$ cat src/rtl/serial_adder_pkg.sv
// Shared types and defaults for the bit-serial adder controller.
package serial_adder_pkg;
    typedef enum logic [1:0] {IDLE, RUN, DONE} state_t;
    localparam int WIDTH_DEFAULT = 8;
endpackage

$ cat src/rtl/serial_adder_ctrl_if.sv
// Operand/result handshake bundle for serial_adder_ctrl.
// The op field exists only when SERIAL_ADDER_SUB_EN is defined.
//
// Handshake: a transfer happens on the rising clk edge where valid && ready
// are both high. A source holds valid and its payload stable until that edge.
// A sink may change ready at any time. Neither side waits for the other's
// valid/ready before asserting its own.
interface serial_adder_ctrl_if #(parameter int WIDTH = 8);
    logic             in_valid;
    logic             in_ready;
    logic [WIDTH-1:0] a;
    logic [WIDTH-1:0] b;
`ifdef SERIAL_ADDER_SUB_EN
    logic             op;
`endif
    logic             out_valid;
    logic             out_ready;
    logic [WIDTH-1:0] sum;
    logic             cout;

`ifdef SERIAL_ADDER_SUB_EN
    modport master (output in_valid, a, b, op, out_ready,
                    input  in_ready, out_valid, sum, cout);
    modport slave  (input  in_valid, a, b, op, out_ready,
                    output in_ready, out_valid, sum, cout);
`else
    modport master (output in_valid, a, b, out_ready,
                    input  in_ready, out_valid, sum, cout);
    modport slave  (input  in_valid, a, b, out_ready,
                    output in_ready, out_valid, sum, cout);
`endif
endinterface

$ cat src/rtl/serial_adder_ctrl_adder_bit_cell.sv
// One-bit full adder built from two half-adder stages and an OR.
module adder_bit_cell (
    input  logic a,
    input  logic b,
    input  logic cin,
    output logic s,
    output logic cout
);
    logic p1;
    logic g1;
    logic g2;

    assign p1   = a ^ b;
    assign g1   = a & b;
    assign s    = p1 ^ cin;
    assign g2   = p1 & cin;
    assign cout = g1 | g2;
endmodule

$ cat src/rtl/serial_adder_ctrl.sv
// Bit-serial WIDTH-bit adder: one shared full-adder cell, LSB first, one bit per clock.
// Define SERIAL_ADDER_SUB_EN to add the op input (op=1 computes a-b mod 2^WIDTH).
module serial_adder_ctrl
    import serial_adder_pkg::*;
#(
    parameter int WIDTH = WIDTH_DEFAULT,
    localparam int CNT_W = $clog2(WIDTH)
) (
    input  logic                 clk,
    input  logic                 rst,
    serial_adder_ctrl_if.slave   bus,
    output logic                 busy,
    output state_t               dbg_state
);
    localparam logic [CNT_W-1:0] LAST_IDX = CNT_W'(WIDTH - 1);

    state_t           state;
    logic [CNT_W-1:0] idx;
    logic             carry;
    logic [WIDTH-1:0] ra;
    logic [WIDTH-1:0] rb;
    logic [WIDTH-1:0] sum_r;
    logic             cout_r;
    logic             out_valid_r;
    logic             in_ready_r;
    logic             cell_s;
    logic             cell_c;
    logic             load_op;

`ifdef SERIAL_ADDER_SUB_EN
    assign load_op = bus.op;
`else
    assign load_op = 1'b0;
`endif

    adder_bit_cell u_cell (
        .a    (ra[0]),
        .b    (rb[0]),
        .cin  (carry),
        .s    (cell_s),
        .cout (cell_c)
    );

    always_ff @(posedge clk) begin
        if (rst) begin
            state       <= IDLE;
            idx         <= '0;
            carry       <= 1'b0;
            ra          <= '0;
            rb          <= '0;
            sum_r       <= '0;
            cout_r      <= 1'b0;
            out_valid_r <= 1'b0;
            in_ready_r  <= 1'b1;
        end else begin
            case (state)
                IDLE: begin
                    if (bus.in_valid && in_ready_r) begin
                        // Subtract is a + ~b + 1: invert b once here and seed the carry.
                        ra         <= bus.a;
                        rb         <= load_op ? ~bus.b : bus.b;
                        carry      <= load_op;
                        idx        <= '0;
                        in_ready_r <= 1'b0;
                        state      <= RUN;
                    end
                end
                RUN: begin
                    sum_r <= {cell_s, sum_r[WIDTH-1:1]};
                    ra    <= ra >> 1;
                    rb    <= rb >> 1;
                    carry <= cell_c;
                    if (idx == LAST_IDX) begin
                        idx         <= '0;
                        cout_r      <= cell_c;
                        out_valid_r <= 1'b1;
                        state       <= DONE;
                    end else begin
                        idx <= idx + 1'b1;
                    end
                end
                DONE: begin
                    if (out_valid_r && bus.out_ready) begin
                        out_valid_r <= 1'b0;
                        in_ready_r  <= 1'b1;
                        state       <= IDLE;
                    end
                end
                default: begin
                    state      <= IDLE;
                    in_ready_r <= 1'b1;
                end
            endcase
        end
    end

    assign bus.in_ready  = in_ready_r;
    assign bus.out_valid = out_valid_r;
    assign bus.sum       = sum_r;
    assign bus.cout      = cout_r;
    assign busy          = (state != IDLE);
    assign dbg_state     = state;
endmodule
$ cat src/flat_wrapper.sv
// flat-port wrapper written by rule: the top's interface ports become plain ports
module serial_adder_ctrl_flat import serial_adder_pkg::*;
#(
    parameter int WIDTH = WIDTH_DEFAULT,
    localparam int CNT_W = $clog2(WIDTH)
)
  (clk, rst, busy, dbg_state, bus_in_valid, bus_a, bus_b, bus_out_ready, bus_in_ready, bus_out_valid, bus_sum, bus_cout);
  serial_adder_ctrl_if #(.WIDTH(WIDTH)) bus_i ();
  input  logic clk;
  input  logic rst;
  output logic busy;
  output state_t dbg_state;
  input wire logic [$bits(bus_i.in_valid)-1:0] bus_in_valid;
  input wire logic [$bits(bus_i.a)-1:0] bus_a;
  input wire logic [$bits(bus_i.b)-1:0] bus_b;
  input wire logic [$bits(bus_i.out_ready)-1:0] bus_out_ready;
  output wire logic [$bits(bus_i.in_ready)-1:0] bus_in_ready;
  output wire logic [$bits(bus_i.out_valid)-1:0] bus_out_valid;
  output wire logic [$bits(bus_i.sum)-1:0] bus_sum;
  output wire logic [$bits(bus_i.cout)-1:0] bus_cout;
  assign bus_i.in_valid = bus_in_valid;
  assign bus_i.a = bus_a;
  assign bus_i.b = bus_b;
  assign bus_i.out_ready = bus_out_ready;
  assign bus_in_ready = bus_i.in_ready;
  assign bus_out_valid = bus_i.out_valid;
  assign bus_sum = bus_i.sum;
  assign bus_cout = bus_i.cout;
  serial_adder_ctrl #(.WIDTH(WIDTH)) u_core (.clk(clk), .rst(rst), .bus(bus_i), .busy(busy), .dbg_state(dbg_state));
endmodule
$ cat config.mk
export PLATFORM = sky130hd
export DESIGN_NAME = serial_adder_ctrl_flat
export DESIGN_NICKNAME = d
export VERILOG_FILES = /design/src/rtl/serial_adder_pkg.sv /design/src/rtl/serial_adder_ctrl_if.sv /design/src/rtl/serial_adder_ctrl_adder_bit_cell.sv /design/src/rtl/serial_adder_ctrl.sv /design/src/flat_wrapper.sv
export SDC_FILE = /design/constraint.sdc
export NUM_CORES = 1
export LEC_CHECK = 0
export ABC_AREA = 1
export CAP_MARGIN = 5
export CORE_UTILIZATION = 45
export DETAILED_ROUTE_END_ITERATION = 10
export HOLD_SLACK_MARGIN = 0.08
export PLACE_DENSITY = 0.86
export SYNTH_ARGS = -nofsm -noshare
export SYNTH_HDL_FRONTEND = slang
export SYNTH_SLANG_ARGS = --single-unit
$ cat constraint.sdc
create_clock -name clk -period 1.2 [get_ports clk]
set_input_delay 0.24 -clock clk [delete_from_list [all_inputs] [get_ports clk]]
set_output_delay 0.24 -clock clk [all_outputs]
set_load 0.02 [all_outputs]
# ---- Word-level counts from Yosys, hierarchy flattened
# Index checks and enable logic that the tools add are counted.
dict set report classes {
  mux 18
  n_eq_ne 6
  n_bitwise 6
  n_reduce_logical 11
  add_sub_neg 1
}
# cell n
set ops {}
lappend ops {{$pmux 8 s2} 2}
lappend ops {{$mux 8} 2}
lappend ops {{$reduce_and 3->1} 3}
lappend ops {{$mux 2} 3}
lappend ops {{$mux 3} 2}
lappend ops {{$ne 2x1->1 const B} 3}
lappend ops {{$pmux 2 s3} 1}
lappend ops {{$pmux 3 s2} 1}
lappend ops {{$reduce_bool 2->1} 3}
lappend ops {{$mux 1} 4}
lappend ops {{$pmux 1 s2} 2}
lappend ops {{$reduce_and 2->1} 2}
lappend ops {{$add 3x1->3 const B} 1}
lappend ops {{$eq 3x3->1 const B} 1}
lappend ops {{$pmux 1 s3} 1}
lappend ops {{$and 1x1->1} 2}
lappend ops {{$eq 2x1->1 const B} 1}
lappend ops {{$eq 2x2->1 const B} 1}
lappend ops {{$logic_and 1x1->1} 2}
lappend ops {{$logic_not 2->1} 1}
lappend ops {{$xor 1x1->1} 2}
lappend ops {{$not 1->1} 1}
lappend ops {{$or 1x1->1} 1}
dict set report totals {
  wordCells 51
  reg_bits 33
  inputBits 20
}

# ---- Logic depth before layout (Yosys ltp)
dict set report depth {
  ltp_word 4
  ltp_mapped 8
  depth_no_buf 7
}

# ---- Cells and area by module
# Synthesis repeated with hierarchy kept, for this count alone.
dict set report unflattened {
  cells_unflattened 234
  area_unflattened_um2 1564.0
}
# mod area_per_inst_um2 n_inst cells_each seq_area_each_um2
set modules_own_cells {}
lappend modules_own_cells {serial_adder_ctrl 1544.0 1 233 660.6}
lappend modules_own_cells {adder_bit_cell 20.0 1 1 0.0}

# ---- Worst setup path before layout
# OpenSTA, ideal clock, no wires.
dict set report synth_path {
  path_kind {register to register}
  start {register u_core.state[0] (netlist: u_core.dbg_state[0])}
  end {register u_core.cout_r (netlist: u_core.bus.cout)}
  setup_ns 0.132
  setup_slack_ns -0.088
  arrival_time_ns 1.155
  synth_period_minus_slack_ns 1.288
  n_path_buf 1
  stages_incl_launch_ff 7
  cell_sequence {dfxtp_1 -> inv_1 -> nor2_4 -> buf_4 -> nand2_1 -> nand2_1 -> a21oi_1}
}
dict set report synth_via {
  elab_chain_cells 2
}
# item line_no
set synth_lines {}
lappend synth_lines {{start, declared} serial_adder_ctrl.sv:17} ;# state_t state;
lappend synth_lines {{start signal, assigned} serial_adder_ctrl.sv:46} ;# state <= IDLE;
lappend synth_lines {{start signal, assigned} serial_adder_ctrl.sv:65} ;# state <= RUN;
lappend synth_lines {{start signal, assigned} serial_adder_ctrl.sv:77} ;# state <= DONE;
lappend synth_lines {{$eq 2x1->1} serial_adder_ctrl.sv:56} ;# case (state)
lappend synth_lines {{$reduce_and 2->1 (no source line)} n/a}
lappend synth_lines {{end signal, assigned} serial_adder_ctrl.sv:75} ;# cout_r <= cell_c;
lappend synth_lines {{end, declared} serial_adder_ctrl.sv:23} ;# logic cout_r;
# No other way between the ends.
# A chain may end at the register's enable or synchronous reset.

# ---- Final worst setup path
dict set report layout_path {
  start {register u_core.state[0] (netlist: u_core.dbg_state[0])}
  end {output port busy}
}
dict set report layout_via {
  elab_chain_cells 1
}
# item line_no
set layout_lines {}
lappend layout_lines {{$reduce_bool 2->1} serial_adder_ctrl.sv:101} ;# assign busy = (state != IDLE);
lappend layout_lines {{end, declared} flat_wrapper.sv:11} ;# output logic busy;
# No other way between the ends.

==> summary.md <==
| Metric | Value |
|---|---|
| Remaining Overflow, GRT | 0 |
| Critical R2R Launch | u_core.dbg_state[0] |
| Cells on worst reg2reg path | 8 |
| H-Tree Depth | 2 |
| RSZ-0062 raised after global routing | yes |
| Failing checks | negative setup slack |
| Die width | 61.0 um |
| Most common cell after layout, fill and taps aside | nand2_1 |
| Die area | 3720 um^2 |
| Max Cap Viol | 0 |
| DP Wirelength | 2.19 mm |
| Share of cells above drive strength 1 | 18.5% |
| Pwr/cell area | 1280 nW/um^2 |
| Endpoints failing hold | 0 |
| Ant. Diodes | 0 |
| Hold_sp | u_core.bus.cout |
| Type of origin of the critical path | flip-flop |
| Fin. max-slew vios | 0 |
| Syn_area_per_cell | 6.68 um^2 |
| Fin Hold WS | 0.468 ns |
| Setup TNS | -0.0374 ns |
| Via Count | 1,545 |
| Netlist cell types | 18 |
| Final Wtd Congestion | 0.767 |
| Die Ht | 61.0 um |
| Global-route wire length before repair | 4.98 mm |
| Outcome | finished with violations |
| Worst Hold Path EP | u_core.bus.cout |
| Kind of critical path | reg2out |
| Final core utilization | 63.0% |
| Total core area | 3340 um^2 |
| Hold Buf Count CTS | 0 |
| Largest net degree at the start of global routing | 31 |
| CTS tree | done |
| Nets | 303 |
| Post-Route WL | 3.60 mm |
| I/O pin count | 34 |
| Sequential cell area fraction in the yosys report | 42.2% |
| Num CTS Buffers | 5 |
| Headroom to the max-slew limit | 85.7% |
| Area Overhead vs Synth | 34.3% |
| Longest Clk Path Bufs | 2 |
| Max IR drop VDD | 0.534 mV |
| Ys Warns | 0 |
| CP required | 0.96 ns |
| Initial Util | 46.9% |
| Post-route setup slack | -0.0300 ns |
| EDFF count, synth | 0 |
| Drc violations | 0 |
| Number of global-route vias before repair | 1,237 |
| Worst-path fanout max | 3 |
| Top FF cell, synth | dfxtp_1 |
| CP arrival | 0.99 ns |
| Mapped Nets | 257 |
| Via-to-Cell Ratio | 4.72 |
| Area after DPL | 1990 um^2 |
| Async SR Flop Fraction | 0% |
| Initial DRT Pass Iterations | 6 |
| Hold Crit Class | reg2reg |
| Root buffer cell | clkbuf_4 |
| Std-Cell Rows | 21 |
| Tmin final | 1.23 ns |
| Clk slew on worst S/H paths | 0.09 ns |
| Fmax | 0.813 GHz |
| Routed length per instance | 11.0 um |
| Final instance area | 2100 um^2 |
| Clk_lat worst skew | 0.35 ns |
| Leakage Power | 1.03 nW |
| Clock Sink Count | 33 |
| Synth Cell Area | 1560 um^2 |
| Final critical-path share of the clock period | 103% |
| IO Port Bufs | 33 |
| Setup Viol. Count Final | 3 |
| Worst setup EP type | output pin |
| Hold path cells | 2 |
| Synth Register Bits | 33 |
| Iteration-0 DRC Markers | 95 |
| Cells after Synth | 234 |
| Most frequent cells in the layout | 80 x nand2_1, 46 x nor2_1, 31 x dfxtp_1 |
| Antenna violations before repair | 0 |
| Reg2reg setup slack | 0 ns |
| Worst Clk Skew | 0.00714 ns |
| Reg2reg end | u_core.rb[1] |
| Slew @ Worst Pin | 0.215 ns |
| GR Util All Layers | 18.7% |
| Final antenna-violating net count | 0 |
how the worst max path moves through the flow:
| stage | from | slack (ns) | cells past startpoint | to |
|---|---|---|---|---|
| after CTS | u_core.dbg_state[1] | -0.03 | 3 | busy |
| final | u_core.dbg_state[0] | -0.03 | 3 | busy |
| after global routing | u_core.dbg_state[0] | -0.06 | 8 | u_core.rb[0] |
| after detailed placement | bus_in_valid | -0.19 | 7 | u_core.rb[3] |
| after global placement | bus_in_valid | -0.17 | 7 | u_core.ra[0] |
| after floorplan | u_core.dbg_state[0] | 0.04 | 6 | u_core.bus.cout |
cells in the mapped netlist, types with 2 or more instances:
library cell	n	area, um^2
o21ai_0	8	40.0
buf_6	3	33.8
nor2_1	47	176
nand2_2	7	43.8
nand2_1	81	304
dfxtp_1	33	661
inv_1	20	75.1
ha_1	2	25.0
clkbuf_1	3	11.3
nand3_1	11	55.1
buf_4	3	22.5
a21oi_1	10	50.1
flip-flops by register name, summed over array words and instances, names as in the netlist:
register / flops
u_core.bus.sum: 8
u_core.idx: 3
u_core.ra: 8
u_core.bus.in_ready: 1
u_core.rb: 8
u_core.bus.cout: 1
u_core.carry: 1
u_core.bus.out_valid: 1
u_core.dbg_state: 2
cell type report:
cell class                 instances  area, um^2
tap                               46        57.6
fill                             297        1240
inverter                          21        81.3
timing repair buffer              50         499
clock buffer                       8        48.8
sequential                        33         663
multi-input combinational        169         751
metal layers:
metal / wire length, um / global-route usage [%]
met5: 0 / 0
met3: 180 / 5.12
met2: 1820 / 33.8
met1: 1530 / 19.6
met4: 69 / 10.4
per-stage QoR:
step	power, mW	instances	setup WS [ns]
final	2.68	327	-0.0300
after global routing	2.83	327	-0.0625
after CTS	2.55	322	-0.0319
after detailed placement	2.00	314	-0.195
after global placement	1.98	314	-0.167
after floorplan	1.76	234	0.0366
where the power goes:
part	leakage, nW	total (mW)	switching (mW)	internal [mW]
Clock	0.0265	0.604	0.371	0.233
Combinational	0.735	0.808	0.427	0.382
Sequential	0.273	1.27	0.0644	1.21
critical path, stage by stage (launching register included):
cell,delay (ns)
dfxtp_2,0.34
nor2_2,0.12
inv_1,0.06
buf_6,0.12
logic make-up (layout without fill, tap and decap cells):
kind of cell / Yosys count / count (layout) / synth area share, %
and+or+nand+nor: 148 / 148 / 38.2
AOI/OAI and AO/OA: 18 / 18 / 5.76
DFF: 33 / 33 / 42.2
adders and majority gates: 3 / 3 / 2.88
buffers and inverters: 32 / 79 / 11.0
timing repair:
| action | in CTS | in global routing |
|---|---|---|
| buffers inserted | 0 | 1 |
| pin swaps | 0 | 3 |
| resized for setup | 52 | 16 |
| setup endpoints to repair | 14 | 23 |
| cloned | 0 | 4 |
| endpoints found under the hold margin | 0 | 0 |
Note: power is estimated with default switching activity, not from simulation.
